--- src/rtl/rtc_multi_alarm_pkg.sv ---
// Shared types, calendar constants and calendar helpers for the multi-alarm RTC.
package rtc_pkg;

    localparam int SEC_PER_MIN   = 60;
    localparam int MIN_PER_HR    = 60;
    localparam int HRS_PER_DAY   = 24;
    localparam int DAYS_PER_WEEK = 7;

    typedef enum logic [1:0] {
        IDLE   = 2'd0,
        RING   = 2'd1,
        SNOOZE = 2'd2
    } alarm_state_e;

    typedef struct packed {
        logic       en;
        logic [4:0] hr;
        logic [5:0] min;
        logic [6:0] dmask;
    } alarm_cfg_t;

    function automatic logic is_leap(input logic [31:0] y);
        return (((y % 32'd4) == 32'd0) && ((y % 32'd100) != 32'd0)) ||
               ((y % 32'd400) == 32'd0);
    endfunction

    function automatic logic [4:0] days_in_month(input logic [3:0] m, input logic [31:0] y);
        case (m)
            4'd2:                      return is_leap(y) ? 5'd29 : 5'd28;
            4'd4, 4'd6, 4'd9, 4'd11:   return 5'd30;
            default:                   return 5'd31;
        endcase
    endfunction

endpackage

--- src/rtl/rtc_multi_alarm_if.sv ---
// Control/status bundle between the RTC core and its user (display, buttons, buzzer).
interface rtc_multi_alarm_if
    import rtc_pkg::*;
#(
    parameter int NA = 4,
    parameter int YW = 12
) ();
    localparam int SW = (NA > 1) ? $clog2(NA) : 1;

    // Every control input is a level or a one-clk strobe sampled on the rising clk edge;
    // there is no back-pressure, so a strobe is consumed in the cycle it is high.
    logic          tick;
    logic          timeset;
    logic          adv_min, adv_hr, adv_dow, adv_date, adv_mon, adv_yr;
    logic          alm_wr;
    logic [SW-1:0] alm_sel;
    logic [4:0]    alm_hr;
    logic [5:0]    alm_min;
    logic [6:0]    alm_dmask;
    logic          alm_en;
    logic          snooze;
    logic          dismiss;
    logic          alarm_on;

    logic [5:0]    sec, min;
    logic [4:0]    hr;
    logic [2:0]    dow;
    logic [4:0]    date;
    logic [3:0]    month;
    logic [YW-1:0] year;
    logic [NA-1:0] ringing;
    logic [NA-1:0] snoozed;
    logic          buzz;
    alarm_state_e  alm_state [NA];

    modport master (
        output tick, timeset, adv_min, adv_hr, adv_dow, adv_date, adv_mon, adv_yr,
        output alm_wr, alm_sel, alm_hr, alm_min, alm_dmask, alm_en,
        output snooze, dismiss, alarm_on,
        input  sec, min, hr, dow, date, month, year, ringing, snoozed, buzz, alm_state
    );

    modport slave (
        input  tick, timeset, adv_min, adv_hr, adv_dow, adv_date, adv_mon, adv_yr,
        input  alm_wr, alm_sel, alm_hr, alm_min, alm_dmask, alm_en,
        input  snooze, dismiss, alarm_on,
        output sec, min, hr, dow, date, month, year, ringing, snoozed, buzz, alm_state
    );

endinterface

--- src/rtl/rtc_multi_alarm_alarm_channel.sv ---
// One alarm channel: config register, minute match, IDLE/RING/SNOOZE FSM and tick counter.
module alarm_channel
    import rtc_pkg::*;
#(
    parameter int SNOOZE_TICKS = 540,
    parameter int RING_TICKS   = 60
) (
    input  logic         clk,
    input  logic         rst,
    input  logic         tick_i,
    input  logic         match_stb_i,
    input  logic [4:0]   hr_i,
    input  logic [5:0]   min_i,
    input  logic [2:0]   dow_i,
    input  logic         wr_i,
    input  alarm_cfg_t   cfg_i,
    input  logic         snooze_i,
    input  logic         dismiss_i,
    output logic         ringing_o,
    output logic         snoozed_o,
    output alarm_state_e state_o
);
    localparam int CMAX = (SNOOZE_TICKS > RING_TICKS) ? SNOOZE_TICKS : RING_TICKS;
    localparam int CW   = $clog2(CMAX + 1);
    localparam logic [CW-1:0] RING_LOAD = CW'(RING_TICKS);
    localparam logic [CW-1:0] SNZ_LOAD  = CW'(SNOOZE_TICKS);

    alarm_cfg_t   cfg_q, cfg_d;
    alarm_state_e state_q, state_d;
    logic [CW-1:0] cnt_q, cnt_d;
    logic         hit;
    logic         last_tick;

    assign hit = match_stb_i && cfg_q.en && (hr_i == cfg_q.hr) &&
                 (min_i == cfg_q.min) && cfg_q.dmask[dow_i];
    // One counter serves both states: ticks left until ring timeout or snooze expiry.
    assign last_tick = tick_i && (cnt_q <= CW'(1));

    always_ff @(posedge clk or negedge rst) begin
        if (!rst) begin
            cfg_q   <= '0;
            state_q <= IDLE;
            cnt_q   <= '0;
        end else begin
            cfg_q   <= cfg_d;
            state_q <= state_d;
            cnt_q   <= cnt_d;
        end
    end

    always_comb begin
        cfg_d   = cfg_q;
        state_d = state_q;
        cnt_d   = cnt_q;
        if (wr_i) begin
            cfg_d   = cfg_i;
            state_d = IDLE;
            cnt_d   = '0;
        end else begin
            case (state_q)
                IDLE: begin
                    if (hit) begin
                        state_d = RING;
                        cnt_d   = RING_LOAD;
                    end
                end
                RING: begin
                    if (dismiss_i) begin
                        state_d = IDLE;
                    end else if (snooze_i) begin
                        state_d = SNOOZE;
                        cnt_d   = SNZ_LOAD;
                    end else if (last_tick) begin
                        state_d = IDLE;
                    end else if (tick_i) begin
                        cnt_d = cnt_q - CW'(1);
                    end
                end
                SNOOZE: begin
                    if (dismiss_i) begin
                        state_d = IDLE;
                    end else if (hit || last_tick) begin
                        state_d = RING;
                        cnt_d   = RING_LOAD;
                    end else if (tick_i) begin
                        cnt_d = cnt_q - CW'(1);
                    end
                end
                default: state_d = IDLE;
            endcase
        end
    end

    assign ringing_o = (state_q == RING);
    assign snoozed_o = (state_q == SNOOZE);
    assign state_o   = state_q;

endmodule

--- src/rtl/rtc_multi_alarm.sv ---
// Calendar timekeeping core with NA independent alarm channels and a gated buzzer output.
module rtc_multi_alarm
    import rtc_pkg::*;
#(
    parameter int NA         = 4,
    parameter int YW         = 12,
    parameter int YEAR0      = 2024,
    parameter int SNOOZE_MIN = 9,
    parameter int RING_SEC   = 60
) (
    input logic              clk,
    input logic              rst,
    rtc_multi_alarm_if.slave bus
);
    localparam logic [5:0] SEC_MAX = 6'(SEC_PER_MIN - 1);
    localparam logic [5:0] MIN_MAX = 6'(MIN_PER_HR - 1);
    localparam logic [4:0] HR_MAX  = 5'(HRS_PER_DAY - 1);
    localparam logic [2:0] DOW_MAX = 3'(DAYS_PER_WEEK - 1);

    logic [5:0]    sec_q, sec_d, min_q, min_d;
    logic [4:0]    hr_q, hr_d;
    logic [2:0]    dow_q, dow_d;
    logic [4:0]    date_q, date_d;
    logic [3:0]    month_q, month_d;
    logic [YW-1:0] year_q, year_d;
    logic          match_q, match_d;
    logic [4:0]    dim_cur, dim_new;

    assign dim_cur = days_in_month(month_q, 32'(year_q));

    always_ff @(posedge clk or negedge rst) begin
        if (!rst) begin
            sec_q   <= '0;
            min_q   <= '0;
            hr_q    <= '0;
            dow_q   <= '0;
            date_q  <= 5'd1;
            month_q <= 4'd1;
            year_q  <= YW'(YEAR0);
            match_q <= 1'b0;
        end else begin
            sec_q   <= sec_d;
            min_q   <= min_d;
            hr_q    <= hr_d;
            dow_q   <= dow_d;
            date_q  <= date_d;
            month_q <= month_d;
            year_q  <= year_d;
            match_q <= match_d;
        end
    end

    always_comb begin
        sec_d   = sec_q;
        min_d   = min_q;
        hr_d    = hr_q;
        dow_d   = dow_q;
        date_d  = date_q;
        month_d = month_q;
        year_d  = year_q;
        match_d = 1'b0;
        dim_new = dim_cur;
        if (!bus.timeset) begin
            if (bus.tick) begin
                // Flags the arrival at hh:mm:00 so channels compare against the new time next cycle.
                match_d = (sec_q == SEC_MAX);
                if (sec_q != SEC_MAX) begin
                    sec_d = sec_q + 6'd1;
                end else begin
                    sec_d = '0;
                    if (min_q != MIN_MAX) begin
                        min_d = min_q + 6'd1;
                    end else begin
                        min_d = '0;
                        if (hr_q != HR_MAX) begin
                            hr_d = hr_q + 5'd1;
                        end else begin
                            hr_d  = '0;
                            dow_d = (dow_q == DOW_MAX) ? 3'd0 : dow_q + 3'd1;
                            if (date_q < dim_cur) begin
                                date_d = date_q + 5'd1;
                            end else begin
                                date_d = 5'd1;
                                if (month_q != 4'd12) begin
                                    month_d = month_q + 4'd1;
                                end else begin
                                    month_d = 4'd1;
                                    year_d  = year_q + YW'(1);
                                end
                            end
                        end
                    end
                end
            end
        end else begin
            if (bus.adv_min)  min_d   = (min_q == MIN_MAX) ? 6'd0 : min_q + 6'd1;
            if (bus.adv_hr)   hr_d    = (hr_q == HR_MAX) ? 5'd0 : hr_q + 5'd1;
            if (bus.adv_dow)  dow_d   = (dow_q == DOW_MAX) ? 3'd0 : dow_q + 3'd1;
            if (bus.adv_date) date_d  = (date_q >= dim_cur) ? 5'd1 : date_q + 5'd1;
            if (bus.adv_mon)  month_d = (month_q == 4'd12) ? 4'd1 : month_q + 4'd1;
            if (bus.adv_yr)   year_d  = year_q + YW'(1);
            dim_new = days_in_month(month_d, 32'(year_d));
            if (date_d > dim_new) date_d = dim_new;
        end
    end

    alarm_cfg_t   wr_cfg;
    logic [NA-1:0] ring_w, snz_w;
    alarm_state_e st_w [NA];

    assign wr_cfg = '{en: bus.alm_en, hr: bus.alm_hr, min: bus.alm_min, dmask: bus.alm_dmask};

    for (genvar g = 0; g < NA; g++) begin : g_ch
        alarm_channel #(
            .SNOOZE_TICKS (SNOOZE_MIN * SEC_PER_MIN),
            .RING_TICKS   (RING_SEC)
        ) u_ch (
            .clk         (clk),
            .rst         (rst),
            .tick_i      (bus.tick),
            .match_stb_i (match_q),
            .hr_i        (hr_q),
            .min_i       (min_q),
            .dow_i       (dow_q),
            .wr_i        (bus.alm_wr && (int'(bus.alm_sel) == g)),
            .cfg_i       (wr_cfg),
            .snooze_i    (bus.snooze),
            .dismiss_i   (bus.dismiss),
            .ringing_o   (ring_w[g]),
            .snoozed_o   (snz_w[g]),
            .state_o     (st_w[g])
        );
    end

    assign bus.sec       = sec_q;
    assign bus.min       = min_q;
    assign bus.hr        = hr_q;
    assign bus.dow       = dow_q;
    assign bus.date      = date_q;
    assign bus.month     = month_q;
    assign bus.year      = year_q;
    assign bus.ringing   = ring_w;
    assign bus.snoozed   = snz_w;
    assign bus.buzz      = (|ring_w) & bus.alarm_on;
    assign bus.alm_state = st_w;

endmodule

--- src/flat_wrapper.sv ---
// flat-port wrapper written by rule: the top's interface ports become plain ports
module rtc_multi_alarm_flat import rtc_pkg::*;
#(
    parameter int NA         = 4,
    parameter int YW         = 12,
    parameter int YEAR0      = 2024,
    parameter int SNOOZE_MIN = 9,
    parameter int RING_SEC   = 60
)
  (clk, rst, bus_tick, bus_timeset, bus_adv_min, bus_adv_hr, bus_adv_dow, bus_adv_date, bus_adv_mon, bus_adv_yr, bus_alm_wr, bus_alm_sel, bus_alm_hr, bus_alm_min, bus_alm_dmask, bus_alm_en, bus_snooze, bus_dismiss, bus_alarm_on, bus_sec, bus_min, bus_hr, bus_dow, bus_date, bus_month, bus_year, bus_ringing, bus_snoozed, bus_buzz, bus_alm_state);
  rtc_multi_alarm_if #(.NA(NA), .YW(YW)) bus_i ();
  input logic clk;
  input logic rst;
  input wire logic [$bits(bus_i.tick)-1:0] bus_tick;
  input wire logic [$bits(bus_i.timeset)-1:0] bus_timeset;
  input wire logic [$bits(bus_i.adv_min)-1:0] bus_adv_min;
  input wire logic [$bits(bus_i.adv_hr)-1:0] bus_adv_hr;
  input wire logic [$bits(bus_i.adv_dow)-1:0] bus_adv_dow;
  input wire logic [$bits(bus_i.adv_date)-1:0] bus_adv_date;
  input wire logic [$bits(bus_i.adv_mon)-1:0] bus_adv_mon;
  input wire logic [$bits(bus_i.adv_yr)-1:0] bus_adv_yr;
  input wire logic [$bits(bus_i.alm_wr)-1:0] bus_alm_wr;
  input wire logic [$bits(bus_i.alm_sel)-1:0] bus_alm_sel;
  input wire logic [$bits(bus_i.alm_hr)-1:0] bus_alm_hr;
  input wire logic [$bits(bus_i.alm_min)-1:0] bus_alm_min;
  input wire logic [$bits(bus_i.alm_dmask)-1:0] bus_alm_dmask;
  input wire logic [$bits(bus_i.alm_en)-1:0] bus_alm_en;
  input wire logic [$bits(bus_i.snooze)-1:0] bus_snooze;
  input wire logic [$bits(bus_i.dismiss)-1:0] bus_dismiss;
  input wire logic [$bits(bus_i.alarm_on)-1:0] bus_alarm_on;
  output wire logic [$bits(bus_i.sec)-1:0] bus_sec;
  output wire logic [$bits(bus_i.min)-1:0] bus_min;
  output wire logic [$bits(bus_i.hr)-1:0] bus_hr;
  output wire logic [$bits(bus_i.dow)-1:0] bus_dow;
  output wire logic [$bits(bus_i.date)-1:0] bus_date;
  output wire logic [$bits(bus_i.month)-1:0] bus_month;
  output wire logic [$bits(bus_i.year)-1:0] bus_year;
  output wire logic [$bits(bus_i.ringing)-1:0] bus_ringing;
  output wire logic [$bits(bus_i.snoozed)-1:0] bus_snoozed;
  output wire logic [$bits(bus_i.buzz)-1:0] bus_buzz;
  output wire logic [$bits(bus_i.alm_state)-1:0] bus_alm_state;
  assign bus_i.tick = bus_tick;
  assign bus_i.timeset = bus_timeset;
  assign bus_i.adv_min = bus_adv_min;
  assign bus_i.adv_hr = bus_adv_hr;
  assign bus_i.adv_dow = bus_adv_dow;
  assign bus_i.adv_date = bus_adv_date;
  assign bus_i.adv_mon = bus_adv_mon;
  assign bus_i.adv_yr = bus_adv_yr;
  assign bus_i.alm_wr = bus_alm_wr;
  assign bus_i.alm_sel = bus_alm_sel;
  assign bus_i.alm_hr = bus_alm_hr;
  assign bus_i.alm_min = bus_alm_min;
  assign bus_i.alm_dmask = bus_alm_dmask;
  assign bus_i.alm_en = bus_alm_en;
  assign bus_i.snooze = bus_snooze;
  assign bus_i.dismiss = bus_dismiss;
  assign bus_i.alarm_on = bus_alarm_on;
  assign bus_sec = bus_i.sec;
  assign bus_min = bus_i.min;
  assign bus_hr = bus_i.hr;
  assign bus_dow = bus_i.dow;
  assign bus_date = bus_i.date;
  assign bus_month = bus_i.month;
  assign bus_year = bus_i.year;
  assign bus_ringing = bus_i.ringing;
  assign bus_snoozed = bus_i.snoozed;
  assign bus_buzz = bus_i.buzz;
  assign bus_alm_state = {>>{bus_i.alm_state}};
  rtc_multi_alarm #(.NA(NA), .YW(YW), .YEAR0(YEAR0), .SNOOZE_MIN(SNOOZE_MIN), .RING_SEC(RING_SEC)) u_core (.clk(clk), .rst(rst), .bus(bus_i));
endmodule
--- config.mk ---
export PLATFORM = sky130hd
export DESIGN_NAME = rtc_multi_alarm_flat
export DESIGN_NICKNAME = d
export VERILOG_FILES = /design/src/rtl/rtc_multi_alarm_pkg.sv /design/src/rtl/rtc_multi_alarm_if.sv /design/src/rtl/rtc_multi_alarm_alarm_channel.sv /design/src/rtl/rtc_multi_alarm.sv /design/src/flat_wrapper.sv
export SDC_FILE = /design/constraint.sdc
export NUM_CORES = 1
export LEC_CHECK = 0
export BUFFER_PORTS_ARGS = -buffer_cell sky130_fd_sc_hd__buf_4
export CAP_MARGIN = 20
export CORE_MARGIN = 2
export CORE_UTILIZATION = 54
export DETAILED_ROUTE_END_ITERATION = 7
export GPL_TIMING_DRIVEN = 0
export PLACE_DENSITY_LB_ADDON = 0.1
export SYNTH_ARGS = -nofsm -noshare
export SYNTH_HDL_FRONTEND = slang
export SYNTH_SLANG_ARGS = --single-unit
export TNS_END_PERCENT = 50
--- constraint.sdc ---
create_clock -name clk -period 9.05 [get_ports clk]
set_input_delay 2.2625 -clock clk [delete_from_list [all_inputs] [get_ports clk]]
set_output_delay 2.2625 -clock clk [all_outputs]
set_load 0.01 [all_outputs]
Word level (Yosys, flattened, before mapping)
Index checks and enable logic that the tools add are counted.
Storage, ports and cells
  register bits after elaboration: 166
  bits of input ports: 35
  word-level logic and storage cells: 326
Operators by class
  add/sub/neg operators: 11
  divide/modulo/power cells: 4
  order comparisons: 8
  eq/ne operators: 70
  mux-type cells: 133
  bitwise logic cells: 2
  reduce and logical (&&, ||, !) cells: 66
Operator list (number)
  two-way mux 10 bit: 32
  zero test 32 bit: 4
  case mux 10 bit (3 select lines): 4
  two-way mux 12 bit: 9
  two-way mux 5 bit: 18
  modulo 12 x 7 -> 32 bit (second input constant): 2
  modulo 12 x 9 -> 32 bit (second input constant): 2
  nonzero test 32 bit: 2
  two-way mux 2 bit: 28
  two-way mux 6 bit: 7
  less-or-equal comparator 10 x 1 -> 1 bit (second input constant): 4
  two-way mux 4 bit: 10
  subtractor 10 x 1 -> 10 bit (second input constant): 4
  inequality test 3 bit (second input constant): 12
  AND reduction 5 bit: 6
  logical AND 1 bit: 26
  == test 6 bit: 4
  case mux 2 bit (3 select lines): 4
  two-way mux 3 bit: 7
  == test 4 bit (second input constant): 5
  == test 5 bit: 4
  inequality test 4 bit (second input constant): 5
  inequality test 5 x 4 -> 1 bit (second input constant): 4
  case mux 5 bit (2 select lines): 2
  other kinds (34): 89

Longest topological paths before layout
Gate-level depths: netlist of the first run.
  word-level depth: 13
  gate-level depth with buffers: 36
  gate-level depth less buffers: 33

By module
Synthesis of the first run repeated with hierarchy kept, for this count alone.
Unflattened totals
  cell total of the unflattened synthesis: 1355
  area total of the unflattened synthesis: 12403.1 um^2
Modules (own cells, without submodules)
  alarm_channel: instances 4, cells each 185, area an instance 1889.3 um^2
  rtc_multi_alarm: instances 1, cells each 615, area an instance 4845.9 um^2

Least setup slack after synthesis of the first run
No wires, ideal clock.
  path type: in2reg
  start point: input port bus_adv_yr
  end point: register u_core.date_q[1], in the netlist u_core.bus.date[1]
  setup time: 0.128 ns
  arrival: 8.047 ns
  data required time: 8.922 ns
  slack: 0.875 ns
  stages: 29
  path buffers: 3
  cell sequence: buf_2 -> nand3_2 -> nor4_4 -> xnor2_1 -> buf_2 -> a21oi_1 -> ha_1 -> a2111oi_4 -> a31oi_2 -> nor2b_1 -> buf_6 -> a2111oi_4 -> o21ai_2 -> a211oi_2 -> o21ai_2 -> a31oi_4 -> o31ai_2 -> o21a_4 -> a211o_1 -> o211ai_1 -> nor2_1 -> a211o_1 -> a31oi_2 -> ha_1 -> nand2_1 -> o21ai_0 -> nor4_1 -> mux2i_1 -> o22ai_1
Between the ends
  cells in the longest elaborated chain, start to end: 12
RTL lines
  start: declaration: line flat_wrapper.sv:21  | input wire logic [$bits(bus_i.adv_yr)-1:0] bus_adv_yr;
  two-way mux 12 bit *: line rtc_multi_alarm.sv:101  | if (bus.adv_yr) year_d = year_q + YW'(1);
  two-way mux 12 bit *: line rtc_multi_alarm.sv:63  | if (!bus.timeset) begin
  modulo 12 x 7 -> 32 bit: line rtc_multi_alarm_pkg.sv:23  | return (((y % 32'd4) == 32'd0) && ((y % 32'd100) != 32'd0)) ||
  nonzero test 32 bit: line rtc_multi_alarm_pkg.sv:23
  logical AND 1 bit: line rtc_multi_alarm_pkg.sv:23
  logical OR 1 bit *: line rtc_multi_alarm_pkg.sv:23
  two-way mux 1 bit *: line rtc_multi_alarm_pkg.sv:29  | 4'd2: return is_leap(y) ? 5'd29 : 5'd28;
  case mux 5 bit (2 select lines) *: line rtc_multi_alarm_pkg.sv:28  | case (m)
  two-way mux 5 bit *: line rtc_multi_alarm.sv:63
  greater-than comparator 5 bit *: line rtc_multi_alarm.sv:103  | if (date_d > dim_new) date_d = dim_new;
  two-way mux 5 bit *: line rtc_multi_alarm.sv:103
  two-way mux 5 bit *: line rtc_multi_alarm.sv:63
  end signal: assignment: line rtc_multi_alarm.sv:46  | date_q <= date_d;
  end: declaration: line rtc_multi_alarm.sv:23  | logic [4:0] date_q, date_d;
Every way passes the cells marked *; elsewhere a longest branch is shown, timed or not. The select of a mux whose other input is x is not followed.
A chain may end at the register's enable or synchronous reset.

Final worst setup path of the first run
Same ends and word-level chain as after synthesis.

==> summary.txt, run 1 <==
Die
  • Initial core utilization: between 50% and 60%
  • Core area: 22000 um2
  • Die width: 154 um
  • Die area: around 24000 um2
  • Die Y: 154 um
  • # rows: 54
  • I/O pins: 93

Clocking
  • Clock root buffer master: clkbuf_16
  • Later-pin clock latency in the skew report: 430 ps
  • Maximum clock path buffer count: 2
  • Sink Count: ~170
  • H-Tree Depth: 4
  • Cts bufs inserted: 17
  • Hold Buf Count CTS: 0
  • CTS tree: yes
  • Clk slew on worst S/H paths: roughly 70 ps

Setup path
  • Data required time of the critical path: approximately 9400 ps
  • WP data arrival: 8870 ps
  • Max Fanout on Critical Path: 10
  • CP max-delay cell: a2111oi_4
  • Worst r2r src: u_core.bus.year[8]
  • Crit path kind: input port to register
  • Worst Setup SP: bus_adv_yr
  • Critical path capture point type: register
  • Most frequent CP cell: a31oi_2
  • Worst setup SP type: input port
  • Largest stage delay on the critical path: 490 ps

Layout
  • ANT cells: 0
  • Fillers: between 1500 and 2000
  • Nets: around 1700
  • Area Overhead vs Synth: 13.7%
  • Share of cells above drive strength 1: approximately 16%

Placed design
  • Worst slack after detailed placement: -117 ps
  • RePlAce Congestion: around 0.9
  • Port Buffer Count: 88
  • Hpwl dp: approximately 23000 um

Synthesis
  • Mapped Cells: between 1000 and 1500
  • Yosys warns: 0
  • Top FF cell, synth: dfrtp_1
  • Synth top area cells: dfrtp_1, nand2_1, xnor2_1
  • Seq/Total Area, Yosys: about a third
  • Post-synth ARST share: between 90% and 100%
  • Post-Syn Nets: ~1500
  • Post-synth EDFFs: 0
  • Syn avg cell area: between 8 and 9 um2
  • FF+latch count, synth: ~170
  • Post-synthesis cell type count: around 100
  • Mapped Area: between 10000 and 15000 um2
  • Yosys top cell by area: dfrtp_1
  • Yosys top cell area share: between 30% and 40%

Drt
  • Routed Antenna Nets: 0
  • Vias/cell: 5.92
  • First DRT Iteration DRCs: a little under 700
  • WL/cell: between 15 and 20 um
  • Vias: ~11000
  • Final wirelength: ~32000 um
  • DRT Pass-1 Iters: 5
  • DRC violations left: 0

GRT
  • Largest net degree at the start of global routing: between 100 and 150
  • Vias in the first global route: ~11000
  • Initial antenna violation count: 0
  • Global-route wire length before repair: between 50000 and 60000 um
  • Grt ovf: 0
  • Total GRT Usage: a little over a quarter

Timing
  • Worst-margin pin slew: 1080 ps
  • Setup Skew: 9.75 ps
  • Fin crit period: about 8600 ps
  • Fmax: approximately 120 MHz
  • Final setup vio count: 0
  • Setup WS post-layout: around 500 ps
  • Hold Fails Final Rpt: 0
  • Slew margin rel.: a little over a quarter
  • Final period util: 94.5%
  • Max Transition Viols Final: 0
  • RSZ-0062 raised after global routing: false

Power
  • Max rail drop VDD: about 0.14 mV
  • Power Total: about 3.4 mW
  • P per Cell Area: between 200 and 250 nW/um2
  • Pleak: between 6 and 7 nW

Flow run
  • MaxCap Viol Count: 0

Worst hold path
  • Hold WC Path Type: register to register
  • HP Start: u_core.g_ch[3].u_ch.cfg_q[3]

Status
  • Status: finished clean
## worst paths after layout
path                                                endpoint  slack, ps  depth (start not counted)
worst max-delay path                      u_core.bus.date[1]        500                         29
worst min-delay path            u_core.g_ch[3].u_ch.cfg_q[3]        470                          2
max in group asynchronous       u_core.g_ch[0].u_ch.cnt_q[4]       6410                          2
worst min register to register  u_core.g_ch[3].u_ch.cfg_q[3]        470                          2
min in group asynchronous       u_core.g_ch[2].u_ch.cnt_q[1]       1720                          1
worst max register to register            u_core.bus.date[1]        680                         35
## placed cells by master, fill, tap and decap left out, types with 12 or more instances in the layout
cell type	n
clkbuf_16	17
clkbuf_1	44
mux2i_1	18
nor2b_1	22
nand2b_1	13
nor4_1	13
a21o_1	13
o22ai_1	15
nand4_1	20
or3_1	13
xnor2_1	74
nand2_1	305
a31oi_1	14
a21oi_1	76
dfrtp_1	157
nand3_1	39
buf_2	12
mux2_2	26
xor2_1	38
o21ai_0	79
ha_1	40
inv_1	44
nor2_1	116
buf_4	101
nor3_1	47
a211oi_1	13
## synthesized netlist by cell type (14+ instances only)
cell and number:
nand2_1 305, dfrtp_1 157, nor2_1 116, o21ai_0 79, a21oi_1 76, xnor2_1 75
nor3_1 47, inv_1 44, clkbuf_1 42, ha_1 40, nand3_1 39, xor2_1 38
mux2_2 26, nor2b_1 22, nand4_1 20, mux2i_1 18, o22ai_1 15, a31oi_1 14
nor4_1 14
## sequential cells by signal, indices dropped and copies added, names as in the netlist
register and flops:
u_core.bus.date 5, u_core.bus.dow 3, u_core.bus.hr 5, u_core.bus.min 6, u_core.bus.month 4, u_core.bus.sec 6
u_core.bus.year 12, u_core.g_ch.u_ch.cfg_q 76, u_core.g_ch.u_ch.cnt_q 40, u_core.g_ch.u_ch.state_o 8, u_core.match_q 1
## area by class of cell
| type | instances | area, um2 | area share [%] |
|---|---|---|---|
| plain buffers | 76 | 368 | 2.66 |
| clock buffers | 21 | 460 | 3.33 |
| clock inverters | 11 | 88.8 | 0.643 |
| inverters | 45 | 169 | 1.22 |
| multi-input cells | 1186 | 7480 | 54.1 |
| flip-flops and latches | 166 | 4170 | 30.1 |
| well taps | 280 | 350 | 2.54 |
| repair buffers | 94 | 736 | 5.32 |
## critical path, delay by kind of cell
kind	cells	cell delay, ps
compound gates	16	3630
fa+ha+maj	2	490
xor+xnor	1	300
simple gates	6	1240
mux	1	230
buf+inv	3	690
## stage by stage
step	hold WS (ps)	area [um2]	setup TNS [ps]	utilization, %	cells
3_3_place_gp	453	13200	-87.6	60.0	1841
3_5_place_dp	459	13200	-142	60.2	1843
2_1_floorplan	440	12200	0	-	1473
6_report	471	13800	0	62.9	1879
4_1_cts	475	13800	0	62.7	1875
5_1_grt	490	13800	0	62.9	1879
## what timing repair did
item / CTS / global route
setup endpoints to repair: 0 / 5
buffers inserted: 0 / 4
gates resized for setup: 0 / 4
## report_power, final
group	total [mW]	internal, mW	switching (mW)
Clock	0.699	0.372	0.327
Combinational	1.63	0.668	0.959
Sequential	1.03	0.890	0.145
Total	3.36	1.93	1.43
## metal layers
layer  GRT usage, %  share of wire [%]  vias up
met5              0                  0        -
li1               -                  -     5397
met4           7.83                2.0        0
met1           38.0                 47     5377
met2           43.8                 46      304
met3           4.09                4.9       45
## logic make-up (layout without fill, tap and decap cells)
family	count (synthesis)	count (layout)	share of synthesized area (%)
AND/OR/NAND/NOR	655	655	25.3
AO/OA/AOI/OAI	321	321	18.2
flip-flops	166	166	34.3
buffers and inverters	121	247	4.42
XOR/XNOR	115	115	8.41
multiplexers	49	49	4.72
adder cells (fa/ha/maj)	46	46	4.63
Power figures use the tool's default switching activity.
==> inputs of run 2 (changes only) <==
--- a/config.mk
+++ b/config.mk
@@ -5,6 +5,7 @@
 export SDC_FILE = /design/constraint.sdc
 export NUM_CORES = 1
 export LEC_CHECK = 0
+export ABC_AREA = 1
 export BUFFER_PORTS_ARGS = -buffer_cell sky130_fd_sc_hd__buf_4
 export CAP_MARGIN = 20
 export CORE_MARGIN = 2
@@ -12,6 +13,7 @@
 export DETAILED_ROUTE_END_ITERATION = 7
 export GPL_TIMING_DRIVEN = 0
 export PLACE_DENSITY_LB_ADDON = 0.1
+export SKIP_LAST_GASP = 1
 export SYNTH_ARGS = -nofsm -noshare
 export SYNTH_HDL_FRONTEND = slang
 export SYNTH_SLANG_ARGS = --single-unit
==> run 2 against run 1 <==
Maximum frequency grew 26%. Count of clock-buffer cells in the layout fell by 4. Worst hold slack better by 21 ps. Sequential cell count unchanged. Global-route usage fell by 0.45 points. Wire length is 2.3% lower. Via count up 2.8%. Die area fell by 1.2%. Register-to-register slack better by 1600 ps. Worst setup slack improved by 1800 ps. Synthesized area shrank 1.2%. Design area decreased by 0.86%. Critical path type unchanged.
==> summary.txt, run 2 <==
Status
  • Status: finished clean

Layout
  • Final instance area: 13700 um2 (-0.86%)
  • ANT cells: 0 (unchanged)
  • Share of cells above drive strength 1: 15.7% (+0.22 points)
  • Area Overhead vs Synth: 14.1%
  • Final std cells w/o fill: 2047 (+8.9%)
  • Max FFs per register: 76 (unchanged)
  • Most common cell after layout, fill and taps aside: nand2_1
  • Fillers: 1998 (+4.2%)
  • Area of the multi-input gates: 6710 um2 (-10%)
  • Commonest cells after routing, fill and taps aside: nand2_1, inv_1, dfrtp_1
  • Reg area: 4170 um2 (unchanged)
  • Reg with most FFs: u_core.g_ch.u_ch.cfg_q
  • Nets: 1829 (+10%)

Synthesis
  • Yosys warns: 0 (unchanged)
  • Post-synthesis cell type count: 63 (-39%)
  • Top cells by count, synth: nand2_1, inv_1, dfrtp_1
  • Count leader, synth: nand2_1
  • FF+latch count, synth: 166 (unchanged)
  • Yosys top cell by area: dfrtp_1
  • Top FF cell, synth: dfrtp_1
  • Mapped Area: 12000 um2 (-1.2%)
  • Post-synth ARST share: 100% (unchanged)
  • Syn avg cell area: 7.31 um2 (-11%)
  • Yosys top cell area share: 32.7% (+0.40 points)
  • Seq/Total Area, Yosys: 34.7% (+0.42 points)
  • Mapped Cells: 1643 (+12%)
  • Post-synth EDFFs: 0 (unchanged)
  • Post-Syn Nets: 1718 (+11%)
  • Synth top area cells: dfrtp_1, nand2_1, inv_1

Timing
  • Fin crit period: 6800 ps (-1750 ps)
  • Final setup vio count: 0 (unchanged)
  • Worst-margin pin slew: 795 ps (-288 ps)
  • Slew margin rel.: 46.4% (+19 points)
  • Max Transition Viols Final: 0 (unchanged)
  • Fmax: 147 MHz (+26%)
  • Hold Fails Final Rpt: 0 (unchanged)
  • Final period util: 75.2% (-19 points)
  • RSZ-0062 raised after global routing: false
  • Setup TNS Final: 0 ps (unchanged)
  • Setup Skew: 16.6 ps (+6.84 ps)

Clocking
  • Hold Buf Count CTS: 0 (unchanged)
  • CTS tree: yes
  • Cts bufs inserted: 17 (unchanged)
  • Setup Buffers After CTS: 0 (unchanged)
  • CTS resizes: 0 (unchanged)
  • Sink Count: 166 (unchanged)
  • Later-pin clock latency in the skew report: 450 ps (+20 ps)
  • Maximum clock path buffer count: 2 (unchanged)
  • Clk slew on worst S/H paths: 80 ps (about the same)
  • Clock root buffer master: clkbuf_16
  • H-Tree Depth: 4 (unchanged)

Setup path
  • Max Fanout on Critical Path: 9 (-1)
  • CP max-delay cell: ha_1
  • Most frequent CP cell: nand2_1
  • Worst r2r src: u_core.bus.year[9]
  • Critical path depth: 42 (+45%)
  • Cell count of the worst reg-to-reg path: 52 (+49%)
  • Critical path capture point type: register
  • Data required time of the critical path: 9380 ps (about the same)
  • Worst Path Buf+Inv: 3 (unchanged)
  • Crit path kind: input port to register
  • Largest stage delay on the critical path: 280 ps (-210 ps)
  • Worst setup SP type: input port
  • Reg2reg setup slack: 2250 ps (+1570 ps)
  • Cell family with the largest share of critical-path delay: simple AND/OR/NAND/NOR gates
  • WP data arrival: 7130 ps (-1740 ps)
  • R2R Path End: u_core.bus.year[8]

Placed design
  • Dpl cell area: 13100 um2 (-1.0%)
  • Port Buffer Count: 89 (+1.1%)
  • RePlAce Congestion: 0.892 (-0.94%)
  • Hpwl dp: 23700 um (+1.5%)
  • Post-placement cell count: 2015 (+9.3%)

Die
  • Die width: 153 um (-0.59%)
  • Die Y: 153 um (-0.59%)
  • I/O pins: 93 (unchanged)
  • # rows: 54 (unchanged)
  • Die area: 23400 um2 (-1.2%)
  • Initial core utilization: 55.0% (-0.33 points)
  • Core area: 21800 um2 (-0.62%)

GRT
  • Grt ovf: 0 (unchanged)
  • Initial antenna violation count: 0 (unchanged)
  • Largest net degree at the start of global routing: 90 (-23%)
  • Total GRT Usage: 26.7% (-0.45 points)
  • Global-route wire length before repair: 52000 um (-1.5%)
  • Vias in the first global route: 10635 (+0.98%)

Drt
  • Routed Antenna Nets: 0 (unchanged)
  • DRT Pass-1 Iters: 7 (+2)
  • Vias/cell: 5.59 (-5.6%)
  • WL/cell: 15.3 um (-10%)
  • DRC violations left: 0 (unchanged)
  • Vias: 11435 (+2.8%)
  • Final wirelength: 31200 um (-2.3%)
  • First DRT Iteration DRCs: 870 (+29%)

Worst hold path
  • HP Start: u_core.g_ch[2].u_ch.cfg_q[6]
  • Hold endpoint: u_core.g_ch[2].u_ch.cfg_q[6]
  • Min-Delay Path Depth: 2 (unchanged)
  • Hold WC Path Type: register to register

Flow run
  • MaxCap Viol Count: 0 (unchanged)
[run 2: cell type report]
type	instances	share of cell area, %
Buffer	44	1.59
Timing Repair Buffer	92	5.24
Clock buffer	17	3.11
Inverter	243	6.67
Sequential cell	166	30.4
Multi-Input combinational cell	1190	49.0
Clock inverter	15	1.44
Tap cell	280	2.56
[run 2: worst min-delay path: stages (launching register included)]
cell and delay [ps]:
dfrtp_1 350, nand2_1 50, o21ai_0 60
[run 2: stage by stage]
stage / hold slack (ps) / utilization, % / setup WS (ps)
after floorplan: 452 / - / 2410
after global placement: 466 / 59.7 / 1840
after detailed placement: 475 / 59.9 / 1800
after CTS: 492 / 62.8 / 2250
after global routing: 499 / 62.8 / 1480
final: 491 / 62.8 / 2250
[run 2: how the worst max path moves through the flow]
| stage | from | to | slack, ps |
|---|---|---|---|
| final | bus_adv_yr | u_core.bus.date[1] | 2250 |
| after global placement | bus_adv_yr | u_core.bus.date[1] | 1840 |
| after detailed placement | bus_adv_yr | u_core.bus.date[1] | 1800 |
| after CTS | u_core.bus.year[9] | u_core.bus.year[8] | 2250 |
| after floorplan | bus_adv_yr | u_core.bus.date[1] | 2410 |
| after global routing | u_core.bus.year[9] | u_core.bus.year[11] | 1480 |
[run 2: cell families (layout without fill, tap and decap cells)]
family	count (synthesis)	in the layout	synth area share [%]
buffers and inverters	287	411	9.42
flip-flops	166	166	34.7
adder cells (fa/ha/maj)	40	40	4.17
AND/OR/NAND/NOR	752	752	30.8
XOR/XNOR	57	57	4.28
AO/OA/AOI/OAI	339	339	16.4
multiplexers	2	2	0.167
[run 2: per-layer routing]
| metal | track usage, % | vias up | share of wire (%) |
|---|---|---|---|
| met2 | 46.1 | 322 | 49 |
| met1 | 35.1 | 5400 | 44 |
| li1 | - | 5663 | - |
| met4 | 8.16 | 0 | 2.0 |
| met5 | 0 | - | 0 |
| met3 | 3.35 | 50 | 4.8 |
Power of run 2 is not shown: default switching activity piles up to over one toggle a cycle in this logic, so the estimate is an artifact.
==> inputs of run 3 (changes only) <==
==> constraint.sdc (replaced) <==
create_clock -name clk -period 6.2 [get_ports clk]
set_input_delay 1.55 -clock clk [delete_from_list [all_inputs] [get_ports clk]]
set_output_delay 1.55 -clock clk [all_outputs]
set_load 0.01 [all_outputs]
==> run 3 against run 2 <==
The flow now finishes with violations (setup timing). Utilization is 2.7 points higher. First-iteration DRC count shrank 4.3%. Critical path type is now register to register. Non-clock buffer count is 39 higher.
==> summary.txt, run 3 (synthesis results as in run 2) <==
Layout
  • Share of cells above drive strength 1: 20.4% (+4.7 points)
  • Most common cell after layout, fill and taps aside: nand2_1
  • Fillers: 1908 (-4.5%)
  • Commonest cells after routing, fill and taps aside: nand2_1, inv_1, dfrtp_1
  • Nets: 1868 (+2.1%)
  • Max FFs per register: 76 (unchanged)
  • Reg with most FFs: u_core.g_ch.u_ch.cfg_q
  • Area Overhead vs Synth: 19.0%
  • ANT cells: 0 (unchanged)

Clocking
  • CTS tree: yes
  • Sink Count: 166 (unchanged)
  • Cts bufs inserted: 17 (unchanged)
  • Clk slew on worst S/H paths: 80 ps (about the same)
  • H-Tree Depth: 4 (unchanged)
  • Maximum clock path buffer count: 2 (unchanged)
  • Later-pin clock latency in the skew report: 450 ps (about the same)
  • Clock root buffer master: clkbuf_16

Timing
  • RSZ-0062 raised after global routing: true
  • Worst-margin pin slew: 790 ps (-5.58 ps)
  • Hold Fails Final Rpt: 0 (unchanged)
  • Final period util: 100%
  • Slew margin rel.: 46.7% (+0.26 points)
  • Smallest hold slack: 491 ps (-0.261 ps)
  • Fin crit period: roughly 6200 ps
  • Final setup vio count: 1 (+1)
  • Max Transition Viols Final: 0 (unchanged)
  • Setup WS post-layout: -19.2 ps (-2270 ps)
  • Setup Skew: 17.0 ps (+0.413 ps)
  • Fmax: 161 MHz

Setup path
  • Reg2reg setup slack: -20 ps (-2270 ps)
  • Critical path capture point type: register
  • Worst r2r src: u_core.bus.year[10]
  • Data required time of the critical path: 6580 ps (-2800 ps)
  • R2R Path End: u_core.bus.date[0]
  • Most frequent CP cell: nand2_4
  • Worst setup SP type: register
  • Crit path kind: register to register
  • Worst Setup SP: u_core.bus.year[10]
  • WP data arrival: 6600 ps (-530 ps)
  • Largest stage delay on the critical path: 600 ps (+320 ps)
  • CP max-delay cell: dfstp_2
  • Cell count of the worst reg-to-reg path: 53 (+1.9%)
  • Max Fanout on Critical Path: 6 (-3)

Drt
  • Vias/cell: 5.60 (+0.32%)
  • Vias: 11690 (+2.2%)
  • DRC violations left: 0 (unchanged)
  • First DRT Iteration DRCs: 833 (-4.3%)
  • Final wirelength: 32400 um (+3.7%)
  • WL/cell: 15.5 um (+1.8%)
  • Routed Antenna Nets: 0 (unchanged)
  • DRT Pass-1 Iters: 8 (+1)

Die
  • # rows: 54 (unchanged)
  • Die width: 153 um (unchanged)
  • Core area: 21800 um2 (unchanged)
  • I/O pins: 93 (unchanged)
  • Die Y: 153 um (unchanged)
  • Initial core utilization: 55.0% (unchanged)
  • Die area: 23400 um2 (unchanged)

Worst hold path
  • Hold endpoint: u_core.g_ch[2].u_ch.cfg_q[6]
  • Min-Delay Path Depth: 2 (unchanged)
  • HP Start: u_core.g_ch[2].u_ch.cfg_q[6]
  • Hold WC Path Type: register to register

Status
  • Status: finished with violations
  • Failing checks: setup timing

Placed design
  • Port Buffer Count: 89 (unchanged)
  • Hpwl dp: 23700 um (unchanged)
  • RePlAce Congestion: 0.892 (unchanged)

GRT
  • Total GRT Usage: 26.8% (+0.15 points)
  • Vias in the first global route: 10695 (+0.56%)
  • Global-route wire length before repair: 52200 um (+0.46%)
  • Grt ovf: 0 (unchanged)
  • Initial antenna violation count: 0 (unchanged)
  • Largest net degree at the start of global routing: 90 (unchanged)

Flow run
  • MaxCap Viol Count: 0 (unchanged)
==> run 3: cell types whose count changed in the layout (fill, tap and decap cells not counted), moves of 4 or more <==
cell and change:
nand2_4 +10, nand2_1 -20, nand2_2 +8, nor2_2 +7
nor2_1 -10, buf_4 +38, a21oi_1 -5, a21oi_2 +5
inv_1 -4
==> run 3: layer usage <==
metal	up-vias	global-route usage, %	part of all wire (%)
met5	-	0	0
met4	0	7.98	2.1
met3	56	3.35	4.4
met2	309	46.7	50
met1	5583	35.1	44
li1	5742	-	-
==> run 3: cell type report <==
type | count | area, um2 | share of cell area (%)
multi-input cells | 1190 | 6990 | 48.9
flip-flops and latches | 166 | 4170 | 29.1
repair buffers | 131 | 1010 | 7.10
inverters | 243 | 922 | 6.45
clock buffers | 17 | 425 | 2.98
well taps | 280 | 350 | 2.45
plain buffers | 44 | 235 | 1.65
clock inverters | 15 | 198 | 1.38
==> run 3: worst max path at each step <==
stage,to,depth (start not counted)
4_1_cts,u_core.bus.date[1],57
3_3_place_gp,u_core.bus.year[8],51
5_1_grt,u_core.bus.date[0],53
3_5_place_dp,u_core.bus.year[8],52
6_report,u_core.bus.date[0],53
2_1_floorplan,u_core.bus.date[1],44
==> run 3: per-stage QoR <==
step | utilization, % | std cells | TNS, ps | setup WS, ps | instance area [um2]
4_1_cts | 63.2 | 2054 | 0 | 1.25 | 13800
3_5_place_dp | 59.9 | 2015 | -6260 | -555 | 13100
5_1_grt | 65.5 | 2086 | -2250 | -401 | 14300
6_report | 65.5 | 2086 | -19.2 | -19.2 | 14300
3_3_place_gp | 59.7 | 2012 | -5460 | -499 | 13000
2_1_floorplan | - | 1643 | 0 | 274 | 12000
==> run 3: worst max-delay path: cells and delay by family (launching register included) <==
family,cells,cell delay [ps]
and+or+nand+nor,35,3130
DFF,1,600
AOI/OAI and AO/OA,9,1270
buffers and inverters,6,440
adders and majority gates,3,700
==> run 3: what timing repair did <==
item	in CTS	in global routing
setup endpoints to repair	14	14
gates cloned	0	0
pin swaps	2	38
gates resized for setup	11	76
hold buffers	0	0
endpoints found under the hold margin	0	0
setup buffers	7	32
Power of run 3 is left out for the same reason.
